`config.mk`:
```
export PLATFORM = sky130hd
export DESIGN_NAME = ram_access_arbiter
export DESIGN_NICKNAME = d
export VERILOG_FILES = /design/src/rtl/ram_access_arbiter.sv
export SDC_FILE = /design/constraint.sdc
export NUM_CORES = 1
export LEC_CHECK = 0
export ABC_AREA = 1
export CELL_PAD_IN_SITES_DETAIL_PLACEMENT = 2
export CELL_PAD_IN_SITES_GLOBAL_PLACEMENT = 2
export CORE_UTILIZATION = 21
export DETAILED_ROUTE_END_ITERATION = 8
export PLACE_DENSITY_LB_ADDON = 0.1
export SLEW_MARGIN = 0
export SYNTH_ARGS = -nofsm -noshare
export SYNTH_HDL_FRONTEND = slang
export SYNTH_SLANG_ARGS = --single-unit
```
`constraint.sdc`:
```
create_clock -name clk_i -period 1.5 [get_ports clk_i]
set_input_delay 0.15 -clock clk_i [delete_from_list [all_inputs] [get_ports clk_i]]
set_output_delay 0.15 -clock clk_i [all_outputs]
set_load 0.05 [all_outputs]
```
`src/rtl/ram_access_arbiter.sv`:
```
// Arbitrates a CPU port and a host loader port onto one 16x8 synchronous RAM.
// Optional round-robin tie-breaking is enabled by defining ARB_ROUND_ROBIN_EN.
module ram_access_arbiter (
  input  logic       clk_i,
  input  logic       resetn_i,
  input  logic       cpu_req_i,
  input  logic       cpu_we_i,
  input  logic [3:0] cpu_addr_i,
  input  logic [7:0] cpu_wdata_i,
  output logic       cpu_gnt_o,
  output logic       cpu_valid_o,
  output logic [7:0] cpu_rdata_o,
  input  logic       host_req_i,
  input  logic       host_we_i,
  input  logic [3:0] host_addr_i,
  input  logic [7:0] host_wdata_i,
  input  logic       host_lock_i,
  output logic       host_gnt_o,
  output logic       host_valid_o,
  output logic [7:0] host_rdata_o,
  output logic       cpu_halt_o,
  output logic       ram_en_o,
  output logic       ram_we_o,
  output logic [3:0] ram_addr_o,
  output logic [7:0] ram_wdata_o,
  input  logic [7:0] ram_rdata_i
);

  // state    | meaning
  // IDLE     | no access in flight, arbitrate between requesters
  // GNT_CPU  | CPU access on the RAM port this cycle
  // GNT_HOST | host access on the RAM port this cycle
  // LOCKED   | host holds the RAM for a burst, CPU halted
  typedef enum logic [1:0] {IDLE, GNT_CPU, GNT_HOST, LOCKED} state_e;

  state_e     state_q, state_d;
  logic       cpu_gnt_q, cpu_gnt_d;
  logic       host_gnt_q, host_gnt_d;
  logic       cpu_valid_q, cpu_valid_d;
  logic       host_valid_q, host_valid_d;
  logic [7:0] cpu_rdata_q, cpu_rdata_d;
  logic [7:0] host_rdata_q, host_rdata_d;
  logic       cpu_halt_q, cpu_halt_d;
  logic       ram_en_q, ram_en_d;
  logic       ram_we_q, ram_we_d;
  logic [3:0] ram_addr_q, ram_addr_d;
  logic [7:0] ram_wdata_q, ram_wdata_d;
  logic       grant_cpu, grant_host;
  logic       host_wins_tie;

`ifdef ARB_ROUND_ROBIN_EN
  logic last_host_q, last_host_d;

  assign host_wins_tie = !last_host_q;
  assign last_host_d   = grant_host ? 1'b1 : (grant_cpu ? 1'b0 : last_host_q);

  always_ff @(posedge clk_i) begin
    if (!resetn_i) last_host_q <= 1'b1;
    else           last_host_q <= last_host_d;
  end
`else
  assign host_wins_tie = 1'b1;
`endif

  always_ff @(posedge clk_i) begin
    if (!resetn_i) begin
      state_q      <= IDLE;
      cpu_gnt_q    <= 1'b0;
      host_gnt_q   <= 1'b0;
      cpu_valid_q  <= 1'b0;
      host_valid_q <= 1'b0;
      cpu_rdata_q  <= 8'h00;
      host_rdata_q <= 8'h00;
      cpu_halt_q   <= 1'b0;
      ram_en_q     <= 1'b0;
      ram_we_q     <= 1'b0;
      ram_addr_q   <= 4'h0;
      ram_wdata_q  <= 8'h00;
    end else begin
      state_q      <= state_d;
      cpu_gnt_q    <= cpu_gnt_d;
      host_gnt_q   <= host_gnt_d;
      cpu_valid_q  <= cpu_valid_d;
      host_valid_q <= host_valid_d;
      cpu_rdata_q  <= cpu_rdata_d;
      host_rdata_q <= host_rdata_d;
      cpu_halt_q   <= cpu_halt_d;
      ram_en_q     <= ram_en_d;
      ram_we_q     <= ram_we_d;
      ram_addr_q   <= ram_addr_d;
      ram_wdata_q  <= ram_wdata_d;
    end
  end

  always_comb begin
    state_d      = state_q;
    grant_cpu    = 1'b0;
    grant_host   = 1'b0;
    cpu_gnt_d    = 1'b0;
    host_gnt_d   = 1'b0;
    ram_en_d     = 1'b0;
    ram_we_d     = 1'b0;
    ram_addr_d   = ram_addr_q;
    ram_wdata_d  = ram_wdata_q;
    // ram_we_q still holds the captured write flag during a grant cycle
    cpu_valid_d  = (state_q == GNT_CPU) && !ram_we_q;
    host_valid_d = (state_q == GNT_HOST) && !ram_we_q;
    cpu_rdata_d  = cpu_valid_q ? ram_rdata_i : cpu_rdata_q;
    host_rdata_d = host_valid_q ? ram_rdata_i : host_rdata_q;

    case (state_q)
      IDLE: begin
        if (host_req_i && (!cpu_req_i || host_wins_tie)) grant_host = 1'b1;
        else if (cpu_req_i)                               grant_cpu  = 1'b1;
      end
      GNT_CPU:  state_d = IDLE;
      GNT_HOST: state_d = host_lock_i ? LOCKED : IDLE;
      LOCKED: begin
        if (host_req_i)        grant_host = 1'b1;
        else if (!host_lock_i) state_d    = IDLE;
      end
      default:  state_d = IDLE;
    endcase

    if (grant_cpu) begin
      state_d     = GNT_CPU;
      cpu_gnt_d   = 1'b1;
      ram_en_d    = 1'b1;
      ram_we_d    = cpu_we_i;
      ram_addr_d  = cpu_addr_i;
      ram_wdata_d = cpu_wdata_i;
    end else if (grant_host) begin
      state_d     = GNT_HOST;
      host_gnt_d  = 1'b1;
      ram_en_d    = 1'b1;
      ram_we_d    = host_we_i;
      ram_addr_d  = host_addr_i;
      ram_wdata_d = host_wdata_i;
    end

    cpu_halt_d = (state_d == LOCKED) || ((state_d == GNT_HOST) && (state_q == LOCKED));
  end

  assign cpu_gnt_o    = cpu_gnt_q;
  assign host_gnt_o   = host_gnt_q;
  assign cpu_valid_o  = cpu_valid_q;
  assign host_valid_o = host_valid_q;
  // RAM data only arrives in the valid cycle itself, so it is forwarded then and held afterwards
  assign cpu_rdata_o  = cpu_valid_q ? ram_rdata_i : cpu_rdata_q;
  assign host_rdata_o = host_valid_q ? ram_rdata_i : host_rdata_q;
  assign cpu_halt_o   = cpu_halt_q;
  assign ram_en_o     = ram_en_q;
  assign ram_we_o     = ram_we_q;
  assign ram_addr_o   = ram_addr_q;
  assign ram_wdata_o  = ram_wdata_q;

endmodule

```
Word-level counts from Yosys, hierarchy flattened --
Cells that the tools add are included.
Cells by class: multiplexer cells 22, reduce and logical (&&, ||, !) cells 9, bitwise operators 1, equal/unequal tests 5
Operators by type and width (number):
- $mux W8 | 4
- $mux W1 | 10
- $mux W2 | 5
- $eq A2 B2 Y1 const B | 4
- $mux W4 | 2
- $pmux W2 S3 | 1
- $reduce_or A2 Y1 | 2
- $logic_and A1 B1 Y1 | 3
- $eq A2 B1 Y1 const B | 1
- $logic_not A2 Y1 | 1
- $reduce_bool A2 Y1 | 1
- $logic_not A1 Y1 | 1
- $logic_or A1 B1 Y1 | 1
- $not A1 Y1 | 1
Storage, ports and cells: flip-flop bits (word level) 37, logic and storage cells 49, output and inout port bits 35, input port bits 39

Depth between registers and ports, before layout --
Gate-level depths: netlist of the first run.
word-level depth 8, gate-level depth with buffers 10, gate-level depth less buffers 10

Worst setup path before layout of the first run --
No wires, ideal clock.
kind reg2out, start register cpu_valid_q (netlist: cpu_valid_o), end output port cpu_rdata_o[0], setup slack 0.000 ns, path buffers 1, data required time 1.350 ns, cell stages (with the launch flop) 5, arrival 1.350 ns, path through dfxtp_1 -> buf_2 -> inv_1 -> nand2_1 -> nand2_1
On the way: word-level cells in the longest chain between the ends 1
Ends and longest elaborated chain:
- start: declaration | RTL line 39 | logic cpu_valid_q, cpu_valid_d;
- start signal: assignment | RTL line 83 | cpu_valid_q <= cpu_valid_d;
- $mux W8 | RTL line 149 | assign cpu_rdata_o = cpu_valid_q ? ram_rdata_i : cpu_rdata_q;
- end: declaration | RTL line 12 | output logic [7:0] cpu_rdata_o,
No other way between the ends.

Worst setup path in the final report of the first run --
start register cpu_valid_q (netlist: cpu_valid_o), end output port cpu_rdata_o[1]
The elaborated chain is that of the path after synthesis.

==> results.py, run 1 <==
metrics = {
    "sta": {
        "max_freq_mhz": 715.2,
        "fin_crit_sh": 0.9321,
        "finalHoldViolCount": 0,
        "tightest_slew_ps": 534.5,
        "period_minus_slack_ps": 1398,
        "slew_headroom": 0.6432,
        "report.final.slew_viol_count": 0,
        "fin_hold_ws_ps": 431.0,
        "finClkSkew_ps": 10.64,
        "worst_slack_ps": 101.8,
        "setup_viol": 0,
        "rsz0062_at_grt": "true",
    },
    "power_and_ir_drop": {
        "power_frac_comb": 0.338,
        "clkPwrFrac": 0.263,
        "peakVddDrop_mv": 0.3480,
        "power_density_mw_per_mm2": 1036,
        "p_sw_frac": 0.3389,
        "leakage_uw": 0.001160,
        "intPower_uw": 1809,
        "power_switching_uw": 927.2,
        "p_seq_frac": 0.399,
    },
    "placed_design": {
        "dp_cells": 364,
        "post-place-ws_ps": -20.71,
        "hpwl_um": 3874,
        "gp_congestion": 0.7473,
        "port_buffers": 73,
    },
    "global_route": {
        "grt_max_degree": 29,
        "grt_usage": 0.1425,
        "grt_overflow_total": 0,
        "grt_pass1_vias": 1635,
        "grt_antenna_before_repair": 0,
        "grt_pass1_wl_um": 8135,
    },
    "finish": {
        "area_delta_synth_final_pct": 74.46,
        "layout_commonest_cell": "nand2_1",
        "final_nets": 321,
        "n_fill_cell": 773,
        "mostFrequentLayoutCells": "90 x nand2_1, 38 x clkdlybuf4s50_1, 36 x dfxtp_1, 26 x buf_4, 19 x buf_12",
        "diodes": 0,
        "instances_no_fill": 374,
        "drive_above_1_share": 0.2302,
    },
    "worst_setup_path": {
        "cp-start-kind": "flip-flop",
        "crit_path_max_fanout": 8,
        "crit_chain": "clkinvlp_4 -> nand2_1 -> nand2_1 -> buf_12",
        "critical_path_class": "flip-flop to output port",
        "rrSetupSlack_ps": 130,
        "crit_required_ps": 1350,
        "cp_slowest_cell": "dfxtp_4",
        "worst_path_most_repeated_cell": "nand2_1",
        "cp_top_family": "flip-flops",
        "arrival_ps": 1250,
        "end_kind": "output port",
        "critPathBufInv": 2,
        "cp_slowest_stage_delay_ps": 390,
    },
    "logic_synthesis": {
        "synth_area_per_cell_um2": 7.724,
        "ys_seq_area_frac": 0.4893,
        "syn_nets": 239,
        "netlist_instances": 196,
        "synth_top_area_cell": "dfxtp_1",
        "yosysUniqueCellTypes": 17,
        "yosys_register_bits": 37,
        "syn_area_mm2": 0.001514,
        "yosysWarningCount": 0,
        "synthTopCellsByArea": "dfxtp_1 49%, nand2_1 22%, a21oi_1 6.0%, a31oi_1 4.1%, ha_1 3.3%",
        "yosysTopAreaCellShare": 0.4893,
    },
    "clocking": {
        "ctsRootBufferMaster": "clkbuf_8",
        "clockBufferDepth": 2,
        "cts_hold_buf": 0,
        "cts_buffers": 5,
        "cts_sinks": 37,
        "cts_tree": "built",
        "clkLatencyLatePin_ps": 290,
        "htreeDepth": 2,
        "clk_pin_slew_ps": 80,
    },
    "min_path": {
        "min_path_type": "primary input to flip-flop",
    },
    "routing": {
        "viasPerCell": 4.217,
        "wire_per_inst_um": 13.01,
        "dr.first_iter.drc_count": 27,
        "wl_um": 4865,
        "ant_nets": 0,
        "drc": 0,
        "firstDrtPassIters": 3,
        "num_vias": 1577,
    },
    "floorplan": {
        "dieArea_mm2": 0.007552,
        "initial_core_util": 0.2204,
        "dieWidth_um": 86.91,
        "core-area_mm2": 0.006869,
        "num_io_pins": 74,
        "num_rows": 30,
        "die_h_um": 86.91,
    },
    "flow_run": {
        "drv_cap": 0,
    },
    "run_status": {
        "status": "completed",
    },
}
-- final timing paths --
check	from	cells after the start	end
hold / removal	cpu_wdata_i[4]	3	ram_wdata_o[4]
hold reg to reg	host_rdata_q[0]	2	host_rdata_q[0]
setup reg to reg	state_q[0]	8	ram_addr_o[0]
setup / recovery	cpu_valid_o	4	cpu_rdata_o[1]
-- layer usage --
metal	GRT usage	wire length, µm	up-vias
li1	-	-	787
met1	0.1868	2288	731
met2	0.2248	2248	55
met3	0.03886	272	4
met4	0.05000	55	0
met5	0	0	-
-- worst register-to-register path, cell delays in order (launching register included) --
cell and delay, ps:
dfxtp_1 330, inv_1 90, ha_4 250, nor2_4 120, buf_4 150, nor2_4 40
buf_12 130, nand2_1 60, a31oi_1 70
-- flip-flops by register name, summed over array words and instances, names as in the netlist --
register	cells
host_valid_o	1
host_rdata_q	8
cpu_rdata_q	8
cpu_valid_o	1
cpu_gnt_o	1
cpu_halt_o	1
ram_addr_o	4
state_q	2
ram_wdata_o	8
ram_en_o	1
host_gnt_o	1
ram_we_o	1
-- what timing repair did --
item | in CTS | in global routing
setup buffers | 0 | 3
endpoints found under the setup margin | 2 | 19
cloned | 0 | 0
gates resized for setup | 0 | 3
pin swaps | 1 | 1
-- metrics by stage --
step | total power (µW) | instance area, µm² | util | setup TNS (ps)
2_1_floorplan | 1612 | 1515 | - | 0
3_3_place_gp | 2004 | 2497 | 0.3636 | 0
3_5_place_dp | 2012 | 2497 | 0.3636 | -33.11
4_1_cts | 2736 | 2587 | 0.3767 | 0
5_1_grt | 2880 | 2641 | 0.3845 | -2.733
6_report | 2736 | 2641 | 0.3845 | 0
-- power groups by stage --
stage	logic, µW	clock network, µW	registers (µW)
after floorplan	332	0	1280
after global placement	891	0	1110
after detailed placement	900	0	1110
after CTS	899	745	1090
after global routing	992	788	1100
final	926	719	1090
-- synthesized netlist by cell type --
master   instances
nand3_4          1
nand2_4          1
dfxtp_1         37
buf_6            3
nor3b_1          2
nand3_1          8
nor2_4           2
inv_2            3
a21oi_1         18
ha_1             4
inv_1            8
buf_2            5
nand2_1         90
inv_4            2
a31oi_1         10
o21ai_0          1
a22o_1           1
-- logic make-up (layout without fill, tap and decap cells) --
family	count (synthesis)	count (layout)	share of synthesized area
AOI/OAI and AO/OA	30	30	0.1099
adders and majority gates	4	4	0.03306
buffers and inverters	21	103	0.07437
DFF	37	37	0.4893
and+or+nand+nor	104	104	0.2934
-- final cells by class --
type / instances / area (µm²) / share of cell area
Clock inverter: 1 / 7.507 / 0.002842
Timing Repair Buffer: 83 / 955.9 / 0.3619
Sequential cell: 37 / 744.5 / 0.2819
Tap cell: 96 / 120.1 / 0.04548
Inverter: 13 / 57.56 / 0.02179
Multi-Input combinational cell: 138 / 673.1 / 0.2549
Clock buffer: 6 / 82.58 / 0.03126
Note: power is estimated with default switching activity, not from simulation.
==> run 2, diff against run 1 <==
--- a/config.mk
+++ b/config.mk
@@ -8,7 +8,7 @@
 export ABC_AREA = 1
 export CELL_PAD_IN_SITES_DETAIL_PLACEMENT = 2
 export CELL_PAD_IN_SITES_GLOBAL_PLACEMENT = 2
-export CORE_UTILIZATION = 21
+export CORE_UTILIZATION = 22
 export DETAILED_ROUTE_END_ITERATION = 8
 export PLACE_DENSITY_LB_ADDON = 0.1
 export SLEW_MARGIN = 0
==> constraint.sdc (replaced) <==
create_clock -name clk_i -period 1.8 [get_ports clk_i]
set_input_delay 0.18 -clock clk_i [delete_from_list [all_inputs] [get_ports clk_i]]
set_output_delay 0.18 -clock clk_i [all_outputs]
set_load 0.05 [all_outputs]
==> run 2 against run 1 <==
The flow now finishes with violations (DRC); count of clock-buffer cells in the layout is the same; power shrank 19%; global-route usage grew 0.38 points; clock power shrank 22%; hold slack gained 40 ps; final area shrank 2.7%; combinational power shrank 19%; first-iteration DRC count grew 41%; setup slack gained 17 ps; clock skew shrank 6.0 ps.
==> results.py, run 2 (synthesized netlist as in run 1, its figures left out) <==
metrics = {
    "run_status": {
        "status": "finished, violations left",
        "violations": "DRC",
    },
    "routing": {
        "wl_um": 4935,
        "firstDrtPassIters": 7,
        "ant_nets": 0,
        "num_vias": 1552,
        "wire_per_inst_um": 14.06,
        "dr.first_iter.drc_count": 38,
        "viasPerCell": 4.422,
        "drc": 4,
    },
    "worst_setup_path": {
        "arrival_ps": 1500,
        "timing.rr.end": "ram_wdata_o[6]",
        "cp_slowest_cell": "clkdlybuf4s50_1",
        "cp_top_family": "buffers and inverters",
        "rrSetupSlack_ps": 220,
        "r2r_cells": 7,
        "cp_slowest_stage_delay_ps": 830,
        "end_kind": "output port",
        "crit_chain": "clkdlybuf4s50_1",
        "cp-startpoint": "ram_we_o",
        "crit_required_ps": 1620,
        "crit_path_max_fanout": 3,
        "critical_path_class": "flip-flop to output port",
        "cp-start-kind": "flip-flop",
        "r2r_start": "state_q[1]",
        "critPathBufInv": 1,
    },
    "sta": {
        "max_freq_mhz": 594.8,
        "report.final.slew_viol_count": 0,
        "setup_tns_ps": 0,
        "finClkSkew_ps": 4.651,
        "worst_slack_ps": 118.7,
        "rsz0062_at_grt": "false",
        "finalHoldViolCount": 0,
        "setup_viol": 0,
        "tightest_slew_ps": 535.4,
        "slew_headroom": 0.6425,
        "period_minus_slack_ps": 1681,
        "fin_crit_sh": 0.9341,
    },
    "power_and_ir_drop": {
        "power_switching_uw": 760.1,
        "p_seq_frac": 0.410,
        "power_density_mw_per_mm2": 862.6,
        "total_power_uw": 2217,
        "power_frac_comb": 0.337,
        "peakVddDrop_mv": 0.3857,
        "leakage_uw": 0.001099,
        "clkPwrFrac": 0.253,
        "p_sw_frac": 0.3429,
        "intPower_uw": 1457,
    },
    "clocking": {
        "post_cts_buffers": 0,
        "clockBufferDepth": 2,
        "htreeDepth": 2,
        "cts_sinks": 37,
        "clkLatencyLatePin_ps": 280,
        "cts_tree": "built",
        "cts_hold_buf": 0,
        "clk_pin_slew_ps": 70,
        "ctsRootBufferMaster": "clkbuf_8",
        "cts_buffers": 5,
        "post_cts_resize_count": 0,
    },
    "min_path": {
        "hold_end": "ram_wdata_o[4]",
        "hold_start": "cpu_wdata_i[4]",
        "worstHoldPathCells": 3,
        "min_path_type": "primary input to flip-flop",
    },
    "floorplan": {
        "num_rows": 29,
        "dieWidth_um": 84.96,
        "dieArea_mm2": 0.007217,
        "initial_core_util": 0.2331,
        "die_h_um": 84.96,
        "num_io_pins": 74,
        "core-area_mm2": 0.006495,
    },
    "global_route": {
        "grt_max_degree": 29,
        "grt_pass1_vias": 1653,
        "grt_antenna_before_repair": 0,
        "grt_pass1_wl_um": 8190,
        "grt_overflow_total": 0,
        "grt_usage": 0.1463,
    },
    "placed_design": {
        "hpwl_um": 3739,
        "post-place-ws_ps": 146.0,
        "gp_congestion": 0.7064,
        "port_buffers": 73,
        "dp_cells": 341,
    },
    "finish": {
        "layout_commonest_cell": "nand2_1",
        "instances_no_fill": 351,
        "utilization": 0.3957,
        "area_delta_synth_final_pct": 69.75,
        "diodes": 0,
        "drive_above_1_share": 0.1423,
        "final_nets": 316,
        "mostFrequentLayoutCells": "90 x nand2_1, 55 x clkdlybuf4s50_1, 37 x dfxtp_1, 18 x a21oi_1, 17 x buf_12",
    },
    "flow_run": {
        "drv_cap": 0,
    },
}
run 2: how the worst max path moves through the flow:
stage / endpoint / slack (ps) / cells past startpoint
floorplan: cpu_rdata_o[0] / 270 / 4
global placement: ram_we_o / 220 / 6
detailed placement: ram_we_o / 150 / 6
CTS: ram_we_o / 110 / 1
global route: ram_wdata_o[7] / 80 / 7
finish: ram_we_o / 120 / 1
run 2: power by group through the flow:
stage          clock network, µW  logic [µW]  registers [µW]
2_1_floorplan                  0         277            1070
3_3_place_gp                   0         732             926
3_5_place_dp                   0         737             928
4_1_cts                      584         742             910
5_1_grt                      622         797             915
6_report                     561         747             908
run 2: worst reg2reg max path: cells and delay by family, from the launching register on:
kind / cells / cell delay, ps
compound gates: 1 / 140
fa+ha+maj: 1 / 330
buf+inv: 2 / 230
flops: 1 / 390
simple gates: 3 / 430
run 2: layout make-up:
cell class              instances  area [µm²]
multi-input cells             138       660.6
clock buffers                   6       72.57
clock inverters                 2       10.01
inverters                      13       53.80
flip-flops and latches         37       740.7
well taps                      77       96.34
fillers                       742        3925
repair buffers                 78       935.9
run 2: stage by stage:
stage,hold WS (ps),area (µm²)
after floorplan,305.5,1514
after global placement,457.5,2460
after detailed placement,465.5,2460
after CTS,466.9,2542
after global routing,469.6,2570
final,470.5,2570
run 2: metal layers:
metal	track usage	up-vias	wire (µm)
met5	0	-	0
met4	0.05085	0	62
met3	0.03696	7	237
met2	0.2654	42	2495
met1	0.1660	724	2139
li1	-	779	-
==> run 3, diff against run 2 <==
--- a/config.mk
+++ b/config.mk
@@ -10,7 +10,7 @@
 export CELL_PAD_IN_SITES_GLOBAL_PLACEMENT = 2
 export CORE_UTILIZATION = 22
 export DETAILED_ROUTE_END_ITERATION = 8
-export PLACE_DENSITY_LB_ADDON = 0.1
+export PLACE_DENSITY_LB_ADDON = 0.08
 export SLEW_MARGIN = 0
 export SYNTH_ARGS = -nofsm -noshare
 export SYNTH_HDL_FRONTEND = slang
==> run 3 against run 2 <==
The run still ends with DRC left; global-route usage fell by 0.34 points; die area unchanged; wire length is 3.9% lower; count of clock-buffer cells in the layout unchanged; first-iteration DRC count is 21% higher; clock power is 11% higher; largest cell class unchanged.
==> results.py, run 3 (synthesized netlist as in run 1, its figures left out) <==
metrics = {
    "power_and_ir_drop": {
        "leakage_uw": 0.001089,
        "total_power_uw": 2251,
        "power_density_mw_per_mm2": 885.1,
        "peakVddDrop_mv": 0.3186,
    },
    "routing": {
        "wire_per_inst_um": 13.59,
        "viasPerCell": 4.384,
        "dr.first_iter.drc_count": 46,
        "ant_nets": 0,
        "drc": 4,
        "wl_um": 4744,
        "num_vias": 1530,
        "firstDrtPassIters": 6,
    },
    "finish": {
        "final_nets": 314,
        "diodes": 0,
        "utilization": 0.3916,
        "area_delta_synth_final_pct": 68.02,
        "mostFrequentLayoutCells": "90 x nand2_1, 55 x clkdlybuf4s50_1, 37 x dfxtp_1, 18 x a21oi_1, 15 x buf_12",
        "n_fill_cell": 731,
        "multiInputGateArea_um2": 660.6,
        "drive_above_1_share": 0.1397,
        "design_area_mm2": 0.002544,
        "layout_commonest_cell": "nand2_1",
        "instances_no_fill": 349,
        "seq_area_um2": 740.7,
    },
    "clocking": {
        "cts_tree": "built",
        "post_cts_resize_count": 0,
        "ctsRootBufferMaster": "clkbuf_8",
        "cts_hold_buf": 0,
        "clk_pin_slew_ps": 80,
        "post_cts_buffers": 0,
        "cts_buffers": 5,
        "clockBufferDepth": 2,
        "clkLatencyLatePin_ps": 290,
        "cts_sinks": 37,
        "htreeDepth": 2,
    },
    "global_route": {
        "grt_overflow_total": 0,
        "gr-usage-met1": 0.1783,
        "grt_usage": 0.1429,
        "grt_antenna_before_repair": 0,
        "met2_usage": 0.2368,
        "grt_pass1_vias": 1667,
        "grt_max_degree": 29,
        "met3_usage": 0.04183,
        "grt_pass1_wl_um": 7962,
        "busiest_layer": "met2",
    },
    "worst_setup_path": {
        "cp-start-kind": "flip-flop",
        "crit_chain": "clkdlybuf4s50_1",
        "cp_top_family": "buffers and inverters",
        "path_depth": 1,
        "crit_required_ps": 1620,
        "critical_path_class": "flip-flop to output port",
        "cp_slowest_stage_delay_ps": 820,
        "critPathBufInv": 1,
        "cp_slowest_cell": "clkdlybuf4s50_1",
        "end_kind": "output port",
        "arrival_ps": 1490,
        "crit_path_max_fanout": 3,
        "r2r_cells": 7,
    },
    "floorplan": {
        "die_h_um": 84.96,
        "num_rows": 29,
        "dieWidth_um": 84.96,
        "initial_core_util": 0.2331,
        "dieArea_mm2": 0.007217,
        "num_io_pins": 74,
        "core-area_mm2": 0.006495,
    },
    "sta": {
        "rsz0062_at_grt": "false",
        "finClkSkew_ps": 7.321,
        "max_freq_mhz": 598.1,
        "report.final.slew_viol_count": 0,
        "setup_viol": 0,
        "fin_crit_sh": 0.9289,
        "slew_headroom": 0.6366,
        "setup_tns_ps": 0,
        "finalHoldViolCount": 0,
        "period_minus_slack_ps": 1672,
        "tightest_slew_ps": 543.4,
    },
    "run_status": {
        "status": "finished, violations left",
        "violations": "DRC",
    },
    "placed_design": {
        "dp_cells": 341,
        "port_buffers": 73,
        "gp_congestion": 0.6926,
        "post_dp_cell_area_mm2": 0.002447,
        "hpwl_um": 3760,
    },
    "flow_run": {
        "drv_cap": 0,
    },
    "min_path": {
        "min_path_type": "primary input to flip-flop",
        "worstHoldPathCells": 3,
    },
}
[run 3: changes by cell type in the layout (fill, tap and decap cells not counted)]
cell | previous run | this run
clkbuf_1 | 1 | 0
clkinv_4 | 0 | 1
buf_12 | 17 | 15
clkinv_2 | 2 | 1
clkbuf_8 | 5 | 6
[run 3: path summary, 6_finish.rpt]
kind,start,end,slack [ps]
max,ram_we_o,ram_we_o,130
min,cpu_wdata_i[4],ram_wdata_o[4],460
max reg2reg,state_q[0],ram_wdata_o[1],180
min reg2reg,host_rdata_q[1],host_rdata_q[1],470
[run 3: area by class of cell]
class                   count  area share
flip-flops and latches     37      0.2912
multi-input cells         138      0.2597
repair buffers             76      0.3522
clock buffers               6     0.03246
well taps                  77     0.03788
clock inverters             2    0.005411
inverters                  13     0.02115
[run 3: report_power, final]
part / leakage [µW] / internal, µW / switching, µW
clock network: 0.0000512 / 311 / 311
registers: 0.000302 / 878 / 30.1
logic: 0.000735 / 290 / 431
total: 0.00109 / 1480 / 773
[run 3: layer usage]
metal / share of wire / routed length, µm / vias to the layer above
li1: - / - / 774
met3: 0.063 / 300 / 5
met2: 0.46 / 2202 / 53
met4: 0.012 / 57 / 0
met1: 0.46 / 2184 / 698
met5: 0 / 0 / -
[run 3: per-stage QoR]
| stage | hold slack, ps | worst slack [ps] |
|---|---|---|
| finish | 459.6 | 127.9 |
| global route | 482.4 | 5.208 |
| CTS | 453.5 | 98.39 |
| detailed placement | 467.6 | 165.8 |
| global placement | 457.3 | 216.9 |
| floorplan | 305.5 | 269.5 |
==> variant, RTL diff (config.mk and constraints of run 2) <==
Add a define of `ARB_ROUND_ROBIN_EN`.
--- a/src/rtl/ram_access_arbiter.sv
+++ b/src/rtl/ram_access_arbiter.sv
@@ -1,4 +1,6 @@
 // Arbitrates a CPU port and a host loader port onto one 16x8 synchronous RAM.
 // Optional round-robin tie-breaking is enabled by defining ARB_ROUND_ROBIN_EN.
+`define ARB_ROUND_ROBIN_EN
+
 module ram_access_arbiter (
   input  logic       clk_i,
Behaviour: not the same (a bounded check fails within 4 cycles, from zero or initial values and one cycle with resetn_i low).
==> variant against run 2 <==
  * Non-clock buffer count is 1 lower
  * Worst setup slack gained 9.2 ps
  * Utilization down 4.2 points
  * Global-route usage shrank 1.3 points
  * Largest power group is now combinational cells
  * Wire length increased by 8.8%
  * Critical path depth stayed put
  * Total power grew 21%
  * Final area increased by 8.6%
  * Sequential cell count increased by 1
  * Maximum frequency up 0.55%
  * Synthesized area grew 20%
==> variant: results (changes against run 2) <==
{| class="wikitable"
! Metric !! Value
|-
| Register-to-Register Path Depth || 8 (was 7)
|-
| First drt pass iteration count || 2 (was 7)
|-
| Residual DRC || 0 (was 4)
|-
| Sequential cell area fraction in the yosys report || 0.417 (was 0.489)
|-
| Layout cell share with drive strength beyond 1 || 0.214 (was 0.142)
|-
| Post-synth top cells || sky130_fd_sc_hd__nand2_1 (85), sky130_fd_sc_hd__dfxtp_1 (38), sky130_fd_sc_hd__a21oi_1 (19), sky130_fd_sc_hd__nor2_1 (19), sky130_fd_sc_hd__nand2_2 (13) (was sky130_fd_sc_hd__nand2_1 (90), sky130_fd_sc_hd__dfxtp_1 (37), sky130_fd_sc_hd__a21oi_1 (18))
|-
| Cell leakage power || 1.24 nW (was 1.10 nW)
|-
| Count of plain and timing-repair buffers in the layout || 77 (was 78)
|-
| Number of library cell types mapped by synthesis || 23 (was 17)
|-
| Number of storage elements in the synthesis netlist || 38 (was 37)
|-
| Multi-In Gates || 174 (was 138)
|-
| Biggest area contributors in the synthesized netlist || sky130_fd_sc_hd__dfxtp_1 (42%), sky130_fd_sc_hd__nand2_1 (18%), sky130_fd_sc_hd__a21oi_1 (5.2%) (was sky130_fd_sc_hd__dfxtp_1 (49%), sky130_fd_sc_hd__nand2_1 (22%), sky130_fd_sc_hd__a21oi_1 (6.0%))
|-
| Gr usage total || 0.133 (was 0.146)
|-
| Worst clock skew on the final layout || 3.68 ps (was 4.65 ps)
|-
| Average size of a mapped cell || 7.79 µm² (was 7.72 µm²)
|-
| Final-stage net count || 354 (was 316)
|-
| Result of the run || finished, final reports clean (was finished with violations)
|-
| Fill cell total of the finished layout || 902 (was 742)
|-
| Fraction of standard cell area that is sequential || 0.273 (was 0.288)
|-
| Wire length of the first global-routing pass || 8.83 mm (was 8.19 mm)
|-
| Hold Crit Class || reg2reg (was in2reg)
|-
| Vias in the first global route || 1856 (was 1653)
|-
| Number of vias per cell after detailed routing || 4.26 (was 4.42)
|-
| Area share of fa/ha/maj cells after synthesis || 0.0412 (was 0.0331)
|-
| Maximum number of pins on one net before global-route repair || 25 (was 29)
|-
| Non-clock buffers, area share || 0.310 (was 0.364)
|-
| Placed cell areas || 2710 µm² (was 2460 µm²)
|-
| Share of the synthesized area in compound gates (AO/OA/AOI/OAI) || 0.0638 (was 0.110)
|-
| Clock network area share || 0.0274 (was 0.0321)
|}
## variant: changes by cell type after synthesis, moves of 5 or more
| cell | change |
|---|---|
| sky130_fd_sc_hd__nor2_2 | +11 |
| sky130_fd_sc_hd__nor2_1 | +19 |
| sky130_fd_sc_hd__nand3_2 | +8 |
| sky130_fd_sc_hd__nand2_2 | +13 |
| sky130_fd_sc_hd__nand2_1 | -5 |
| sky130_fd_sc_hd__a31oi_1 | -10 |
## variant: metal layers
layer | wire [µm] | vias up | global-route usage
met4 | 83 | 0 | 0.0462
li1 | - | 868 | -
met3 | 213 | 7 | 0.0317
met5 | 0 | - | 0
met2 | 2850 | 42 | 0.239
met1 | 2220 | 833 | 0.154
## variant: logic make-up after synthesis
group,count (synthesis)
simple gates,146
buf+inv,22
fa+ha+maj,6
flops,38
compound gates,22
## variant: path summary, 6_finish.rpt
path / slack, ps / startpoint / endpoint
worst min register to register: 470 / ram_we_o / cpu_valid_o
worst min-delay path: 470 / ram_we_o / cpu_valid_o
worst max register to register: 200 / state_q[0] / ram_wdata_o[0]
worst max-delay path: 130 / ram_we_o / ram_we_o
## variant: stage by stage
| step | total power [mW] | setup WS, ps | utilization | std cells |
|---|---|---|---|---|
| 6_report | 2.68 | 128 | 0.354 | 411 |
| 4_1_cts | 2.74 | 102 | 0.354 | 411 |
| 3_3_place_gp | 2.14 | 253 | 0.344 | 404 |
| 5_1_grt | 2.85 | 35.4 | 0.354 | 411 |
| 2_1_floorplan | 1.78 | 270 | - | 234 |
| 3_5_place_dp | 2.16 | 174 | 0.344 | 404 |
## variant: where the power goes
| part | internal (mW) | switching (mW) |
|---|---|---|
| combinational | 0.420 | 0.721 |
| sequential | 0.933 | 0.0459 |
| clock | 0.267 | 0.288 |
